`src/rtl/gf_digit_serial_mult_ctrl.sv`:
```
// -----------------------------------------------------------------------------
// gf_digit_serial_mult_ctrl
//
// Sequencer for a digit-serial GF(2^M) multiplier. One operand pair is
// accepted in IDLE. Operand B is then walked MSB-first in 2-bit digits, one
// digit per clock in RUN. Each step multiplies the accumulator by x^2, folds
// in the carry-less product A*digit, and reduces modulo x^M + POLY. The
// finished product is presented in DONE until the consumer takes it.
//
// Parameters
//   M     field degree (even, >= 4); an operation takes M/2 RUN cycles
//   POLY  low M bits of the irreducible field polynomial (x^M implied)
//
// Ports
//   clk        in   1  clock, rising edge
//   rst_n      in   1  asynchronous active-low reset
//   in_valid   in   1  operand pair valid
//   in_ready   out  1  block can accept operands (IDLE)
//   a          in   M  operand A, captured on the accept edge
//   b          in   M  operand B, captured on the accept edge
//   out_valid  out  1  y holds a finished product (DONE)
//   out_ready  in   1  consumer accepts y
//   y          out  M  A*B mod P, held until the next product completes
//   abort      in   1  (only with GF_ABORT_EN) drop the current operation
//   busy       out  1  high while digits are being processed (RUN)
//
// Configuration
//   GF_ABORT_EN  when defined, adds the abort input. abort in RUN or DONE
//                returns to IDLE on the next edge without touching y, and
//                wins over out_ready and over the final digit step. abort in
//                IDLE blocks acceptance for that cycle.
// -----------------------------------------------------------------------------
module gf_digit_serial_mult_ctrl #(
  parameter int           M    = 8,
  parameter logic [M-1:0] POLY = 8'h1B
) (
  input  logic         clk,
  input  logic         rst_n,
  input  logic         in_valid,
  output logic         in_ready,
  input  logic [M-1:0] a,
  input  logic [M-1:0] b,
  output logic         out_valid,
  input  logic         out_ready,
  output logic [M-1:0] y,
`ifdef GF_ABORT_EN
  input  logic         abort,
`endif
  output logic         busy
);

  localparam int DIGITS = M / 2;
  localparam int CW     = (DIGITS > 1) ? $clog2(DIGITS) : 1;
  localparam logic [CW-1:0] CNT_LAST = CW'(DIGITS - 1);

  typedef enum logic [1:0] {
    ST_IDLE = 2'd0,
    ST_RUN  = 2'd1,
    ST_DONE = 2'd2
  } state_t;

  state_t         state_r;
  state_t         state_nxt_s;
  logic [M-1:0]   a_r;
  logic [M-1:0]   b_r;
  logic [M-1:0]   acc_r;
  logic [CW-1:0]  cnt_r;
  logic [M-1:0]   y_r;
  logic [M-1:0]   b_shift_s;
  logic [1:0]     digit_s;
  logic [M-1:0]   step_s;
  logic           abort_s;
  logic           accept_s;
  logic           in_ready_s;
  logic           out_valid_s;
  logic           busy_s;

  // One digit step: acc*x^2 ^ opa*dig, reduced back to M bits.
  // The x^(M+1) term is folded first because its reduction (POLY<<1) can
  // set bit M again; the x^M fold then sees the updated bit.
  function automatic logic [M-1:0] gf_digit_step(
    input logic [M-1:0] acc,
    input logic [M-1:0] opa,
    input logic [1:0]   dig
  );
    logic [M+1:0] t;
    t = {acc, 2'b00};
    t = t ^ ({(M+2){dig[0]}} & {2'b00, opa});
    t = t ^ ({(M+2){dig[1]}} & {1'b0, opa, 1'b0});
    t[M:1]   = t[M:1]   ^ (POLY & {M{t[M+1]}});
    t[M-1:0] = t[M-1:0] ^ (POLY & {M{t[M]}});
    return t[M-1:0];
  endfunction

`ifdef GF_ABORT_EN
  assign abort_s = abort;
`else
  assign abort_s = 1'b0;
`endif

  // Digit cnt of B sits at bits [2*cnt+1 : 2*cnt].
  assign b_shift_s = b_r >> {cnt_r, 1'b0};
  assign digit_s   = b_shift_s[1:0];
  assign step_s    = gf_digit_step(acc_r, a_r, digit_s);
  assign accept_s  = in_valid & in_ready_s;

  // State register.
  always_ff @(posedge clk or negedge rst_n) begin
    if (!rst_n) begin
      state_r <= ST_IDLE;
    end else begin
      state_r <= state_nxt_s;
    end
  end

  // Next-state logic; abort outranks both completion and hand-off.
  always_comb begin
    state_nxt_s = state_r;
    case (state_r)
      ST_IDLE: begin
        if (accept_s) begin
          state_nxt_s = ST_RUN;
        end else begin
          state_nxt_s = ST_IDLE;
        end
      end
      ST_RUN: begin
        if (abort_s) begin
          state_nxt_s = ST_IDLE;
        end else if (cnt_r == {CW{1'b0}}) begin
          state_nxt_s = ST_DONE;
        end else begin
          state_nxt_s = ST_RUN;
        end
      end
      ST_DONE: begin
        if (abort_s || out_ready) begin
          state_nxt_s = ST_IDLE;
        end else begin
          state_nxt_s = ST_DONE;
        end
      end
      default: begin
        state_nxt_s = ST_IDLE;
      end
    endcase
  end

  // Handshake and status outputs decoded from the state register.
  always_comb begin
    in_ready_s  = 1'b0;
    out_valid_s = 1'b0;
    busy_s      = 1'b0;
    case (state_r)
      ST_IDLE: begin
        in_ready_s = ~abort_s;
      end
      ST_RUN: begin
        busy_s = 1'b1;
      end
      ST_DONE: begin
        out_valid_s = 1'b1;
      end
      default: begin
        in_ready_s = 1'b0;
      end
    endcase
  end

  // Operand capture, digit accumulation and result latch.
  always_ff @(posedge clk or negedge rst_n) begin
    if (!rst_n) begin
      a_r   <= {M{1'b0}};
      b_r   <= {M{1'b0}};
      acc_r <= {M{1'b0}};
      cnt_r <= {CW{1'b0}};
      y_r   <= {M{1'b0}};
    end else if (accept_s) begin
      a_r   <= a;
      b_r   <= b;
      acc_r <= {M{1'b0}};
      cnt_r <= CNT_LAST;
    end else if ((state_r == ST_RUN) && !abort_s) begin
      acc_r <= step_s;
      if (cnt_r == {CW{1'b0}}) begin
        y_r <= step_s;
      end else begin
        cnt_r <= cnt_r - CW'(1);
      end
    end else begin
      acc_r <= acc_r;
    end
  end

  assign in_ready  = in_ready_s;
  assign out_valid = out_valid_s;
  assign busy      = busy_s;
  assign y         = y_r;

endmodule

```
`config.mk`:
```
export PLATFORM = sky130hd
export DESIGN_NAME = gf_digit_serial_mult_ctrl
export DESIGN_NICKNAME = d
export VERILOG_FILES = /design/src/rtl/gf_digit_serial_mult_ctrl.sv
export SDC_FILE = /design/constraint.sdc
export NUM_CORES = 1
export LEC_CHECK = 0
export ABC_AREA = 1
export CORE_MARGIN = 2
export CORE_UTILIZATION = 30
export CTS_BUF_LIST = sky130_fd_sc_hd__clkbuf_16
export CTS_CLUSTER_DIAMETER = 40
export CTS_CLUSTER_SIZE = 12
export DETAILED_ROUTE_END_ITERATION = 10
export HOLD_SLACK_MARGIN = 0.08
export PLACE_DENSITY_LB_ADDON = 0.08
export SLEW_MARGIN = 0
export SYNTH_ARGS = -nofsm -noshare
export SYNTH_HDL_FRONTEND = slang
export SYNTH_SLANG_ARGS = --single-unit
```
`constraint.sdc`:
```
create_clock -name clk -period 3.3 [get_ports clk]
set_input_delay 0.99 -clock clk [delete_from_list [all_inputs] [get_ports clk]]
set_output_delay 0.99 -clock clk [all_outputs]
set_load 0.005 [all_outputs]
```
# Word-level counts from Yosys, hierarchy flattened
# Index checks and enable logic that the tools add are counted.
[op_classes]
n_addsub = 1
n_eq_ne = 3
shifts = 1
n_mux = 12
bitwise_logic = 8
n_reduce_logical = 5
[ops]
columns = ["operator", "count"]
rows = [
  ["bitwise XOR 10 bit", 2],
  ["2-to-1 mux 8 bit", 2],
  ["bitwise XOR 8 x 5 -> 8 bit", 2],
  ["bitwise AND 10 x 8 -> 10 bit", 1],
  ["bitwise AND 10 x 9 -> 10 bit", 1],
  ["2-to-1 mux 2 bit", 5],
  [">> shifter 8 x 3 -> 2 bit", 1],
  ["one-hot mux 2 bit (3 select lines)", 1],
  ["zero test 2 bit", 2],
  ["2-to-1 mux 1 bit", 4],
  ["AND reduction 3 bit", 1],
  ["== test 2 x 1 -> 1 bit (second input constant)", 1],
  ["== test 2 bit (second input constant)", 1],
  ["inequality test 2 bit (second input constant)", 1],
  ["AND reduction 2 bit", 1],
  ["nonzero test 2 bit", 1],
  ["subtractor 2 x 1 -> 2 bit (second input constant)", 1],
  ["bitwise AND 1 bit", 1],
  ["inverter 1 bit", 1],
]
[totals]
reg_bits = 36
input_bits = 20
output_inout_bits = 11
word_cells = 36

# Longest topological paths before layout
[depth]
depth_word = 8
mapped_depth = 13
mapped_depth_nobuf = 13

# Worst setup path before layout
# Ideal clock, no wire load.
[synth_timing]
path_type = "input-to-reg"
start = "input in_valid"
end = "register acc_r[0]"
setup_ns = 0.083
arrival_ns = 1.650
required_ns = 3.217
path_slack_ns = 1.568
cell_stages = 5
n_path_buf = 0
cell_sequence = "nand2_1 > clkinv_1 > nor2_1 > nand2_1 > o21ai_0"
[synth_between]
elab_chain_len = 2
word_cells_on_any_way = 3
classes_between = "mux (1); bitwise (1); reduce/logical (1)"
[synth_rtl]
columns = ["element", "line_no", "text"]
rows = [
  ["from (decl)", "39", "input logic in_valid,"],
  ["bitwise AND 1 bit (*)", "105", "assign accept_s = in_valid & in_ready_s;"],
  ["2-to-1 mux 8 bit / nonzero test 2 bit (equally long branches)", "n/a", ""],
  ["to (signal assigned)", "175", "acc_r <= {M{1'b0}};"],
  ["to (signal assigned)", "181", "acc_r <= {M{1'b0}};"],
  ["to (signal assigned)", "184", "acc_r <= step_s;"],
  ["to (decl)", "66", "logic [M-1:0] acc_r;"],
]
# Every way passes the cells marked *; elsewhere a longest branch is shown, timed or not.
# A chain may end at the register's enable or synchronous reset.

# Worst setup path in the final report
[layout_timing]
start = "register state_r[1]"
end = "output busy"
[layout_between]
elab_chain_len = 2
[layout_rtl]
columns = ["element", "line_no", "text"]
rows = [
  ["from (decl)", "62", "state_t state_r;"],
  ["from (signal assigned)", "112", "state_r <= state_nxt_s;"],
  ["== test 2 x 1 -> 1 bit", "154", "case (state_r)"],
  ["2-to-1 mux 1 bit", "154", ""],
  ["to (decl)", "49", "output logic busy"],
]
# Every way passes these cells.

==> results.md <==
* Largest net degree at the start of global routing at 37
* Top cell family by delay on the critical path: buffers and inverters
* Synth cell types at 21
* # diodes at 0
* Cts repair resizes at 0
* Synth top area cells: dfrtp_1 (48%), nand2_1 (23%), inv_1 (4.6%), o21ai_0 (3.7%), nor2_1 (3.2%)
* Total gr overflow at 0
* WP depth at 4
* Total Nets Final at 309
* Clock skew at 2.28 ps
* Worst Setup End Kind: primary output
* Syn nets at 277
* Via count at 1603
* CTS Buf Count at 5
* Multi-input gate area at 841 um2
* Final Slew Violations at 0
* WHS at 477 ps
* CTS tree: done
* Die area at 0.00691 mm2
* Synth Warn # at 0
* Post-CTS setup buffer count at 0
* Starting Density at 31.3%
* Total of max-cap violations at 0
* Crit share post-route at 78.3%
* Slowest CP cell: clkdlybuf4s50_1
* Total Wirelength at 4.37 mm
* Area leader, netlist: dfrtp_1
* Core area at 0.00599 mm2
* Area grow syn2layout at 26.6%
* Most frequent cell after synthesis: nand2_1
* Clock net sink count at 36
* Standard-cell rows at 28
* Ys async rst share at 100%
* # fillers at 632
* Share of layout cells above drive strength 1 at 7.64%
* Worst-Skew Late Latency at 270 ps
* Initial antenna violation count at 0
* Setup Crit Path Kind: flip-flop to primary output
* Post-synth top cells: nand2_1 (116), dfrtp_1 (36), inv_1 (23)
* EDFF count, synth at 0
* ANT nets after route at 0
* Total Routing Usage GR at 13.9%
* Wire per inst at 12.0 um
* I/O pin count at 31
* Post-Syn Area at 0.00188 mm2
* Worst endpoint required time at 2310 ps
* Buf/Inv on CP at 3
* Die Y-Extent at 83.1 um
* Top FF cell, synth: dfrtp_1
* RSZ-0062 raised after global routing: false
* Tightest Pin Transition at 841 ps
* First-pass DRT Iterations at 4
* Pleak at 0.00123 uW
* Setup crit start: state_r[1]$_DFF_PN0_
* Hold Vio Cnt, Final at 0
* Detail Placement HPWL at 3.14 mm
* Endpoints failing setup at 0
* Post-route DRC at 0
* Startpoint class of the critical path: flip-flop
* Post-synthesis sequential area ratio at 48.0%
* Vias in the first global route at 1606
* Port bufs at 30
* Syn Area/Cell at 7.34 um2
* DRT iter0 DRCs at 106
* Gp weighted congestion at 0.742
* Yosys reg bits at 36
* Crit-path cells: inv_1 > nand2_1 > inv_2 > clkdlybuf4s50_1
* First-pass GRT wire length at 7.73 mm
* Crit Reg-Reg Startpoint: cnt_r[0]$_DFFE_PN0P_
* Sum Neg Setup Slack at 0 ps
* CP max FO at 10
* Inst Count DP at 356
* Power density over the cells at 1080 mW/mm2
* Peak per-stage delay on the critical path at 530 ps
* Hold Path Origin: y[4]$_DFFE_PN0P_
* Vias per inst at 4.42
* Register area at 901 um2
* Total power draw at 2560 uW
* Class of the worst hold path: flip-flop to flip-flop
* H-tree depth at 2
* IR drop worst, VDD at 366 uV
* # hold bufs at CTS at 0
* Die extent in x at 83.1 um
* Cells after Synth at 256
* Worst-path clk slew at 50 ps
* Max_slew headroom at 43.9%
* Post-synth top area share at 48.0%
* Hold path cells at 2
* Clock period minus worst slack at 2580 ps
* Post-route insts no fill at 363
* Clock Path Buffers at 2
* Fmax at 387 MHz
* Status: finished clean
* CTS root buf: clkbuf_16
* Crit path DAT at 1590 ps
* R2r worst-path depth at 11
## layer usage
metal / vias to the layer above / share of wire, % / global-route usage, %
met5: - / 0 / 0
met4: 0 / 1.1 / 4.47
met3: 6 / 3.0 / 2.98
met2: 22 / 46 / 22.8
met1: 726 / 50 / 18.4
li1: 849 / - / -
## through the flow
| stage | utilization, % | area (um2) | worst slack [ps] |
|---|---|---|---|
| floorplan | - | 1880 | 1570 |
| global placement | 37.4 | 2240 | 762 |
| detailed placement | 37.4 | 2240 | 715 |
| CTS | 39.7 | 2380 | 688 |
| global route | 39.7 | 2380 | 627 |
| finish | 39.7 | 2380 | 717 |
## cell type report
class | instances | area share [%]
sequential | 36 | 37.9
inverter | 28 | 4.42
timing repair buffer | 31 | 12.7
tap | 75 | 3.95
clock buffer | 5 | 5.26
multi-input combinational | 186 | 35.4
clock inverter | 2 | 0.368
## cell families (layout without fill, tap and decap cells)
family,count (synthesis),after routing,synth area share [%]
flops,36,36,48.0
xor+xnor,7,7,3.26
simple gates,158,158,35.4
compound gates,20,20,5.46
buf+inv,34,66,7.26
fa+ha+maj,1,1,0.666
## report_power, final
group          leakage [uW]  internal (uW)  switching [uW]
Clock             0.0000709            271             168
Sequential         0.000447            655             145
Combinational      0.000713            498             824
Total               0.00123           1420            1140
## layout by cell type, fill, tap and decap left out, types with 5 or more instances in the layout
cell / synthesis / final
o21ai_0: 14 / 14
clkdlybuf4s50_1: 0 / 29
nand2_2: 5 / 5
inv_1: 23 / 24
clkbuf_16: 0 / 5
xor2_1: 6 / 6
nand2_1: 116 / 116
nand3_2: 5 / 5
dfrtp_1: 36 / 36
nand3_1: 11 / 11
nor2_1: 16 / 16
## state kept, by name, indices dropped and copies added (netlist names)
signal / flops
y: 8
b_r: 8
state_r: 2
acc_r: 8
a_r: 8
cnt_r: 2
## tightest hold or removal path, cell delays in order (launching register included)
cell,delay (ps)
dfrtp_1,340
nand2_1,50
nand2_1,50
## worst paths after layout
check	to	slack, ps
max reg2reg	y[5]$_DFFE_PN0P_	1640
min in group asynchronous	a_r[0]$_DFFE_PN0P_	820
min reg2reg	y[4]$_DFFE_PN0P_	480
max in group asynchronous	a_r[4]$_DFFE_PN0P_	1950
min	y[4]$_DFFE_PN0P_	480
max	busy	720
(Power assumes the default switching activity.)
